### src/rtl/popcount_pipe.sv
// popcount_pipe: pipelined adder-tree population count with valid/ready flow control.
// Define POPCOUNT_ACCUM_EN to add a saturating per-group running sum (out_acc) on the output stage.

module popcount_add #(
  parameter int N         = 1,
  parameter int IMPL_TYPE = 0
) (
  input  logic [N-1:0] a_i,
  input  logic [N-1:0] b_i,
  output logic [N:0]   sum_o
);
  if (IMPL_TYPE == 1) begin : g_ripple
    logic [N:0] c_s;
    always_comb begin
      c_s   = '0;
      sum_o = '0;
      for (int i = 0; i < N; i++) begin
        sum_o[i]  = a_i[i] ^ b_i[i] ^ c_s[i];
        c_s[i+1]  = (a_i[i] & b_i[i]) | (c_s[i] & (a_i[i] ^ b_i[i]));
      end
      sum_o[N] = c_s[N];
    end
  end else begin : g_behav
    assign sum_o = {1'b0, a_i} + {1'b0, b_i};
  end
endmodule

module popcount_pipe #(
  parameter int WIDTH        = 64,
  parameter int STAGE_LEVELS = 2,
  parameter int ACC_W        = 16,
  parameter int IMPL_TYPE    = 0
) (
  input  logic                     clk,
  input  logic                     rst,
  input  logic                     in_valid,
  output logic                     in_ready,
  input  logic [WIDTH-1:0]         in_data,
  input  logic                     in_last,
  output logic                     out_valid,
  input  logic                     out_ready,
  output logic [$clog2(WIDTH):0]   out_count,
  output logic                     out_last
`ifdef POPCOUNT_ACCUM_EN
  ,
  output logic [ACC_W-1:0]         out_acc
`endif
);
  localparam int LEVELS = $clog2(WIDTH);
  localparam int NSTAGE = (LEVELS + STAGE_LEVELS - 1) / STAGE_LEVELS;

  logic              adv_s;
  logic [NSTAGE-1:0] vld_q, vld_d, last_q, last_d;

  assign adv_s     = ~vld_q[NSTAGE-1] | out_ready;
  assign in_ready  = adv_s;
  assign out_valid = vld_q[NSTAGE-1];
  assign out_last  = last_q[NSTAGE-1];

  always_comb begin
    vld_d     = vld_q;
    last_d    = last_q;
    vld_d[0]  = in_valid;
    last_d[0] = in_last;
    for (int s = 1; s < NSTAGE; s++) begin
      vld_d[s]  = vld_q[s-1];
      last_d[s] = last_q[s-1];
    end
  end

  always_ff @(posedge clk or posedge rst) begin
    if (rst) begin
      vld_q  <= '0;
      last_q <= '0;
    end else if (adv_s) begin
      vld_q  <= vld_d;
      last_q <= last_d;
    end
  end

  // Level k pairs k-bit sums from level k-1 into (k+1)-bit sums; registered at stage boundaries.
  for (genvar k = 1; k <= LEVELS; k++) begin : g_lvl
    localparam int  NODES = WIDTH >> k;
    localparam bit  REG   = ((k % STAGE_LEVELS) == 0) || (k == LEVELS);
    for (genvar j = 0; j < NODES; j++) begin : g_node
      logic [k:0] sum_d;
      logic [k:0] res_s;
      if (k == 1) begin : g_ha
        popcount_add #(.N(1), .IMPL_TYPE(IMPL_TYPE)) u_add (
          .a_i   (in_data[2*j]),
          .b_i   (in_data[2*j+1]),
          .sum_o (sum_d)
        );
      end else begin : g_add
        popcount_add #(.N(k), .IMPL_TYPE(IMPL_TYPE)) u_add (
          .a_i   (g_lvl[k-1].g_node[2*j].res_s),
          .b_i   (g_lvl[k-1].g_node[2*j+1].res_s),
          .sum_o (sum_d)
        );
      end
      if (REG) begin : g_reg
        logic [k:0] sum_q;
        always_ff @(posedge clk or posedge rst) begin
          if (rst) begin
            sum_q <= '0;
          end else if (adv_s) begin
            sum_q <= sum_d;
          end
        end
        assign res_s = sum_q;
      end else begin : g_comb
        assign res_s = sum_d;
      end
    end
  end

  assign out_count = g_lvl[LEVELS].g_node[0].res_s;

`ifdef POPCOUNT_ACCUM_EN
  localparam int CW = LEVELS + 1;
  localparam int SW = ((ACC_W > CW) ? ACC_W : CW) + 1;

  logic [ACC_W-1:0] acc_q, acc_d, base_s;
  logic             grp_new_q, grp_new_d;
  logic [SW-1:0]    sum_s;
  logic [CW-1:0]    cnt_s;

  assign cnt_s   = g_lvl[LEVELS].g_node[0].sum_d;
  assign out_acc = acc_q;

  // The word being loaded starts a new group if the last transferred word closed one.
  always_comb begin
    if (out_valid && out_ready) begin
      grp_new_d = out_last;
    end else begin
      grp_new_d = grp_new_q;
    end
    base_s = grp_new_d ? '0 : acc_q;
    sum_s  = SW'(base_s) + SW'(cnt_s);
    if (sum_s[SW-1:ACC_W] != '0) begin
      acc_d = '1;
    end else begin
      acc_d = sum_s[ACC_W-1:0];
    end
  end

  always_ff @(posedge clk or posedge rst) begin
    if (rst) begin
      acc_q     <= '0;
      grp_new_q <= 1'b1;
    end else begin
      grp_new_q <= grp_new_d;
      if (adv_s && vld_d[NSTAGE-1]) begin
        acc_q <= acc_d;
      end
    end
  end
`endif
endmodule

### config.mk
export PLATFORM = sky130hd
export DESIGN_NAME = popcount_pipe
export DESIGN_NICKNAME = d
export VERILOG_FILES = /design/src/rtl/popcount_pipe.sv
export SDC_FILE = /design/constraint.sdc
export NUM_CORES = 1
export LEC_CHECK = 0
export ABC_CLOCK_PERIOD_IN_PS = 6000
export CAP_MARGIN = 20
export CORE_MARGIN = 2
export CORE_UTILIZATION = 38
export DETAILED_ROUTE_END_ITERATION = 6
export PLACE_DENSITY = 0.61
export SLEW_MARGIN = 20
export SYNTH_ARGS = -nofsm -noshare
export SYNTH_HDL_FRONTEND = slang
export SYNTH_HIERARCHICAL = 1
export SYNTH_SLANG_ARGS = --single-unit
### constraint.sdc
create_clock -name clk -period 6 [get_ports clk]
set_clock_uncertainty 0.05 [all_clocks]
set_input_delay 1.2 -clock clk [delete_from_list [all_inputs] [get_ports clk]]
set_output_delay 1.2 -clock clk [all_outputs]
set_load 0.02 [all_outputs]
# Yosys cells after proc, flatten, opt, wreduce, memory -nomap -nowiden
# Cells that the tools add are included.
# word_totals
register_bits,81
input_bits,69
output_inout_bits,10
elab_cells,88
# op_classes
add_sub_neg,63
bitwise_logic,2
# op_table
cell,count
1-bit by 1-bit adder with 2-bit output,32
2-bit by 2-bit adder with 3-bit output,16
3-bit by 3-bit adder with 4-bit output,8
4-bit by 4-bit adder with 5-bit output,4
5-bit by 5-bit adder with 6-bit output,2
6-bit by 6-bit adder with 7-bit output,1
1-bit inverter,1
1-bit OR,1

# Depth between registers and ports, before layout
# Gate-level depths: netlist of the first run.
# logic_depth
word_depth,2
depth_mapped,11
depth_no_buf,11

# Modules after synthesis
# Netlist of the first run, hierarchy kept.
# by_module_without_submodules
module,n_inst,cells_each,area_per_inst_um2,seq_area_each_um2
popcount_pipe,1,173,3424.5,2026.9
popcount_add (g_lvl[2].g_node[0].g_add.u_add ...),16,7,51.3,0.0
popcount_add (g_lvl[3].g_node[0].g_add.u_add ...),8,12,95.1,0.0
popcount_add (g_lvl[4].g_node[0].g_add.u_add ...),4,16,136.4,0.0
popcount_add (g_lvl[1].g_node[0].g_ha.u_add ...),32,1,12.5,0.0
popcount_add (g_lvl[5].g_node[0].g_add.u_add ...),2,17,158.9,0.0
popcount_add (g_lvl[6].g_node[0].g_add.u_add),1,28,242.7,0.0

# Least setup slack after synthesis of the first run
# No wires, ideal clock.
# synth_timing
path_type,input port to output port
start,in out_ready
end,out in_ready
arrival_ns,1.634
required_ns,4.750
setup_slack_ns,3.116
cell_stages,3
n_path_buf,2
cell_sequence,nand2b_4 buf_12 buf_12
# synth_between
elab_chain_cells,1
# synth_rtl
item,line_no,source
"start, declared",41,"input logic out_ready,"
1-bit OR,55,assign adv_s = ~vld_q[NSTAGE-1] | out_ready;
"end, declared",37,"output logic in_ready,"
# No other way between the ends.

# Worst setup path after layout of the first run
# Same ends and word-level chain as after synthesis.

==> results of run 1 <==
## placed cells by master, fill, tap and decap left out, drive strengths merged
cell type / n
a211o: 2
a211oi: 1
a21o: 7
a21oi: 19
buf: 2
clkbuf: 13
clkdlybuf4s50: 78
clkinv: 4
dfrtp: 81
fa: 31
ha: 104
inv: 132
mux2: 80
nand2: 8
nand2b: 7
nand3: 8
nor2: 5
nor2b: 5
o211ai: 2
o21a: 1
o21ai: 9
o21bai: 1
o31a: 1
xnor2: 23
xor2: 2
## area by class of cell
| class | count | area [µm²] |
|---|---|---|
| flip-flops and latches | 81 | 2030 |
| clock buffers | 13 | 260 |
| well taps | 220 | 275 |
| inverters | 133 | 500 |
| fillers | 1489 | 8960 |
| clock inverters | 3 | 15.0 |
| multi-input cells | 316 | 3810 |
| repair buffers | 80 | 800 |
## layer usage
| metal | track usage, % | routed length, µm | share of wire, % | vias up |
|---|---|---|---|---|
| li1 | - | - | - | 1895 |
| met1 | 15.4 | 4720 | 45 | 1854 |
| met2 | 22.1 | 5190 | 50 | 50 |
| met3 | 2.33 | 305 | 2.9 | 12 |
| met4 | 4.74 | 165 | 1.6 | 0 |
| met5 | 0 | 0 | 0 | - |
## registers in the layout, summed over array words and instances (netlist names)
signal,cells
g_lvl.g_node.g_reg.sum_q,68
last_q,3
out_count,7
vld_q,3
## power groups by stage
stage / sequential, mW / combinational [mW] / clock [mW]
6_report: 0.908 / 2.84 / 0.508
5_1_grt: 0.934 / 3.21 / 0.547
4_1_cts: 0.912 / 2.90 / 0.522
3_5_place_dp: 0.916 / 2.88 / 0
3_3_place_gp: 0.912 / 2.76 / 0
2_1_floorplan: 0.901 / 2.38 / 0
## worst min-delay path by stage
stage / from / end / cells past startpoint
2_1_floorplan: vld_q[1] / vld_q[2] / 1
3_3_place_gp: vld_q[1] / vld_q[2] / 1
3_5_place_dp: vld_q[1] / vld_q[2] / 1
4_1_cts: vld_q[1] / vld_q[2] / 1
5_1_grt: vld_q[1] / vld_q[2] / 1
6_report: vld_q[1] / vld_q[2] / 1
## metrics by stage
stage | setup slack [ns] | util, %
after CTS | 1.89 | 46.1
after global routing | 1.85 | 46.2
final | 1.92 | 46.2
after floorplan | 2.67 | -
after detailed placement | 1.91 | 44.5
after global placement | 1.93 | 44.5
## Yosys cell counts, drive strengths merged, types with 5 or more instances
| library cell | n |
|---|---|
| xnor2 | 23 |
| a21oi | 19 |
| nand2b | 7 |
| nor2 | 5 |
| nor2b | 5 |
| mux2 | 80 |
| nand2 | 8 |
| a21o | 7 |
| nand3 | 8 |
| inv | 133 |
| o21ai | 9 |
| dfrtp | 81 |
| buf | 9 |
| ha | 104 |
| fa | 31 |
## cell families after synthesis
| family | count (synthesis) | synth area share (%) |
|---|---|---|
| muxes | 80 | 18.3 |
| DFF | 81 | 31.1 |
| adders and majority gates | 135 | 29.5 |
| xor gates and xnor gates | 25 | 3.36 |
| buffers and inverters | 142 | 10.4 |
| and+or+nand+nor | 33 | 2.75 |
| AOI/OAI and AO/OA | 43 | 4.50 |
==> results.md, run 1 <==
- Outcome: finished clean
- Die width: 135 µm
- Fin crit share: 68.0%
- Slowest CP cell: clkdlybuf4s50_1
- R2R cell count: 11
- EDFF count, synth: 0
- CP endpoint: in_ready
- Syn Inst Count: 539
- Cts bufs inserted: 9
- Power share of the sequential group: 21.3%
- CP Cell Sequence: clkdlybuf4s50_1 > nand2b_4 > clkdlybuf4s50_1
- Worst-Margin Slew: between 0.9 and 1 ns
- Most used cell, CP: clkdlybuf4s50_1
- R2r setup slk: about 3.3 ns
- Max cap viols: 0
- Gate power share: between 60 and 70%
- CTS sink cnt: 81
- Post-route insts no fill: 846
- Row count: 47
- Clk pwr share: 11.9%
- Sw Share: a little under two fifths
- Deepest clock path buffer count: 2
- CP Launch Type: input pin
- WL/cell: 12.3 µm
- Max incr delay on CP: 0.71 ns
- Syn avg cell area: 12.1 µm²
- Crit path time final: between 4 and 5 ns
- Worst Path Class, Setup: in -> out
- Endpoints failing setup: 0
- Worst setup path startpoint: out_ready
- Vias in the first global route: 4153
- Antenna Diode Count: 0
- Syn nets: 743
- Final HPWL DP: 8.29 mm
- Unrepaired setup endpoints after global routing: no
- Synthesized area: 6510 µm²
- Power Internal: approximately 2.7 mW
- H-tree depth: 3
- Area Overhead vs Synth: 18.0%
- Critical Path RT: 4.75 ns
- Crit path DAT: 2.83 ns
- Peak supply drop: 0.399 mV
- YS warnings: 6
- CP delay by family, top: buffers and inverters
- Yosys top cell area share: 31.1%
- Final hold vios: 0
- Initial antenna violation count: 0
- Remaining antenna violation count: 0
- Critical Path Fanout Max: 29
- Crit Reg-Reg Endpoint: out_count[6]
- Pleak: 4.06 nW
- Core area: 16600 µm²
- I/O Pins: 79
- Worst path bufs/invs: 2
- # port buffers: 78
- CTS tree: built
- CTS Root Cell: clkbuf_16
- First-pass GRT wire length: approximately 19 mm
- Worst R2R Start: g_lvl[4].g_node[1].g_reg.sum_q[0]
- Die Y: around 130 µm
- Share of cells above drive strength 1: 17.4%
- Count of state elements after synthesis: 81
- Highest clock rate: 0.245 GHz
- Synth area leader: dfrtp_1
- Die area: 18200 µm²
- Ys async rst share: 100%
- PostCTS Resize Cnt: 0
- Initial Utilization: 39.1%
- WHS: 0.442 ns
- Largest net degree at the start of global routing: just over 80
- Total power: 4.26 mW
- Placed inst area: around 7400 µm²
- Total Nets Final: 825
- Overall Global Routing Usage: 12.6%
- Seq/Total Area, Yosys: 31.1%
- Worst-Skew Late Latency: around 0.34 ns
- Clock-pin slew on the worst setup and hold paths: around 0.060 ns
- Rel. slew slack: a little over a third
- Setup TNS: 0 ns
- Hold Crit Class: reg -> reg
- DRC Markers: 0
- Slew Viols, Final: 0
- Distinct cell type count after synthesis: 27
- Post-layout instance area: 7680 µm²
- Hold-fix buffers, CTS: 0
- Largest cells by area after synthesis: dfrtp_1, ha_1, mux2_4
- Drt first pass iters: 4
- Cells after DPL: 830
- Main flop type after synthesis: dfrtp_1
- Vias: about 3800
- Initial DRC Count: 111
- Gpl congestion: between 0.7 and 0.8
- Worst path depth: 3
- Total Routed Length: about 10 mm
- Vias per Instance: 4.50
- Post-CTS Repair Setup Buffers: 0
- Total congestion overflow: 0
- Power Density: 554 nW/µm²
- Switch Pwr: 1.58 mW
- Crit. End Element: primary output
No activity file was read; power rests on OpenSTA's default activity.
==> run 2, diff against run 1 <==
- ABC_CLOCK_PERIOD_IN_PS: 6000 -> 4200
- clock period: 6 -> 4.2 ns (I/O delays scaled with it)
==> run 2 against run 1 <==
Via count shrank 1.3%. Critical path depth unchanged. Global-route usage increased by 0.16 points.
==> results.md, run 2 (same netlist as run 1, synthesis figures left out) <==
- Worst Hold End: vld_q[2]
- Die width: 135 µm (unchanged)
- Most common cell after layout, fill and taps aside: inv_1
- Vias per Instance: 4.44 (-1.4%)
- Clk pwr share: 12.3% (+0.4 points)
- Cts bufs inserted: 9 (unchanged)
- Share of cells above drive strength 1: 17.7% (+0.29 points)
- Hold-fix buffers, CTS: 0 (unchanged)
- Sw Share: 36.8% (-0.27 points)
- CP Launch Type: input pin
- Antenna Diode Count: 0 (unchanged)
- WL/cell: 12.1 µm (-1.3%)
- H-tree depth: 3 (unchanged)
- Row count: 47 (unchanged)
- Final hold vios: 0 (unchanged)
- Unrepaired setup endpoints after global routing: no
- Total Nets Final: 827 (+0.24%)
- Worst-Skew Late Latency: 0.34 ns (about the same)
- # port buffers: 78 (unchanged)
- Peak supply drop: 0.592 mV (+48%)
- Largest net degree at the start of global routing: 40 (-51%)
- Power Density: 789 nW/µm² (+42%)
- Total Routed Length: 10.3 mm (-1.2%)
- CTS Root Cell: clkbuf_16
- Post-layout instance area: 7700 µm² (+0.24%)
- Slew Viols, Final: 0 (unchanged)
- Worst Path Class, Setup: in -> out
- Clock-pin slew on the worst setup and hold paths: 0.06 ns (about the same)
- CTS tree: built
- I/O Pins: 79 (unchanged)
- R2r setup slk: 1.51 ns (-1.82 ns)
- Highest clock rate: 0.311 GHz
- Area Overhead vs Synth: 18.3%
- Die area: 18200 µm² (unchanged)
- Crit. End Element: primary output
- Final HPWL DP: 8.32 mm (+0.40%)
- Die Y: 135 µm (unchanged)
- Vias: 3761 (-1.3%)
- Rel. slew slack: 52.9% (+17 points)
- Critical Path Fanout Max: 21 (-28%)
- R2R cell count: 11 (unchanged)
- Post-CTS Repair Setup Buffers: 0 (unchanged)
- Fin crit share: roughly three quarters
- Max cap viols: 0 (unchanged)
- Gpl congestion: 0.751 (+0.62%)
- Placed inst area: 7420 µm² (+0.20%)
- Pleak: 4.07 nW (+0.16%)
- Max reg flops: 68 (unchanged)
- Worst-Margin Slew: 0.706 ns (-0.262 ns)
- Total congestion overflow: 0 (unchanged)
- Overall Global Routing Usage: 12.8% (+0.16 points)
- Switch Pwr: 2.24 mW (+42%)
- Gate power share: 66.4% (-0.4 points)
- Initial DRC Count: 82 (-26%)
- Crit path DAT: 2.33 ns (-0.50 ns)
- Hold Crit Class: reg -> reg
- Remaining antenna violation count: 0 (unchanged)
- Hold depth: 1 (unchanged)
- Initial antenna violation count: 0 (unchanged)
- Power share of the sequential group: 21.3% (about the same)
- DRC Markers: 0 (unchanged)
- Critical Path RT: 3.31 ns (-1.44 ns)
- Drt first pass iters: 5 (+1)
- Deepest clock path buffer count: 2 (unchanged)
- Worst R2R Start: g_lvl[4].g_node[1].g_reg.sum_q[0]
- Top reg by flops: g_lvl.g_node.g_reg.sum_q
- First-pass GRT wire length: 18.7 mm (+0.90%)
- Hold Path Origin: vld_q[1]
- Vias in the first global route: 4104 (-1.2%)
- Crit Reg-Reg Endpoint: out_count[6]
- Endpoints failing setup: 0 (unchanged)
- PostCTS Resize Cnt: 0 (unchanged)
- Initial Utilization: 39.1% (unchanged)
- Crit path time final: between 3 and 4 ns
- CTS sink cnt: 81 (unchanged)
- Setup TNS: 0 ns (unchanged)
- Most frequent cells in the layout: inv_1, ha_1, dfrtp_1
- Outcome: finished clean
- Power Internal: 3.84 mW (+43%)
- Core area: 16600 µm² (unchanged)
==> run 2: how the worst max path moves through the flow <==
stage,slack (ns),end,start,depth (start not counted)
floorplan,1.23,g_lvl[2].g_node[0].g_reg.sum_q[0],rst,1
global placement,0.96,in_ready,out_ready,3
detailed placement,0.97,in_ready,out_ready,3
CTS,0.97,in_ready,out_ready,3
global route,0.93,in_ready,out_ready,3
finish,0.98,in_ready,out_ready,3
==> run 2: power by group through the flow <==
stage / Clock, mW / Sequential [mW] / Combinational [mW]
6_report: 0.750 / 1.29 / 4.04
2_1_floorplan: 0 / 1.29 / 3.40
3_3_place_gp: 0 / 1.30 / 3.96
4_1_cts: 0.776 / 1.30 / 4.11
3_5_place_dp: 0 / 1.31 / 4.08
5_1_grt: 0.806 / 1.34 / 4.59
==> run 2: area by class of cell <==
cell class / instances / area [µm²]
Fill cell: 1508 / 8940
Multi-Input combinational cell: 316 / 3810
Sequential cell: 81 / 2030
Timing Repair Buffer: 82 / 811
Inverter: 133 / 500
Tap cell: 220 / 275
Clock buffer: 13 / 270
Clock inverter: 2 / 12.5
==> run 2: critical path, cell delays in order <==
cell             delay, ns
clkdlybuf4s50_1       0.45
nand2b_4              0.36
clkdlybuf4s50_1       0.68
==> run 2: metrics by stage <==
| stage | utilization, % | hold WS [ns] | setup slack (ns) | power, mW | instances |
|---|---|---|---|---|---|
| 3_5_place_dp | 44.6 | 0.414 | 0.972 | 5.39 | 832 |
| 5_1_grt | 46.3 | 0.450 | 0.934 | 6.73 | 847 |
| 6_report | 46.3 | 0.421 | 0.983 | 6.08 | 847 |
| 3_3_place_gp | 44.6 | 0.399 | 0.956 | 5.26 | 832 |
| 2_1_floorplan | - | 0.385 | 1.23 | 4.69 | 539 |
| 4_1_cts | 46.3 | 0.433 | 0.968 | 6.18 | 847 |
==> run 2: metal layers <==
metal,routed length (µm),track usage [%]
met5,0,0
met4,190,5.26
met3,270,2.14
met2,4880,21.2
met1,4910,16.6
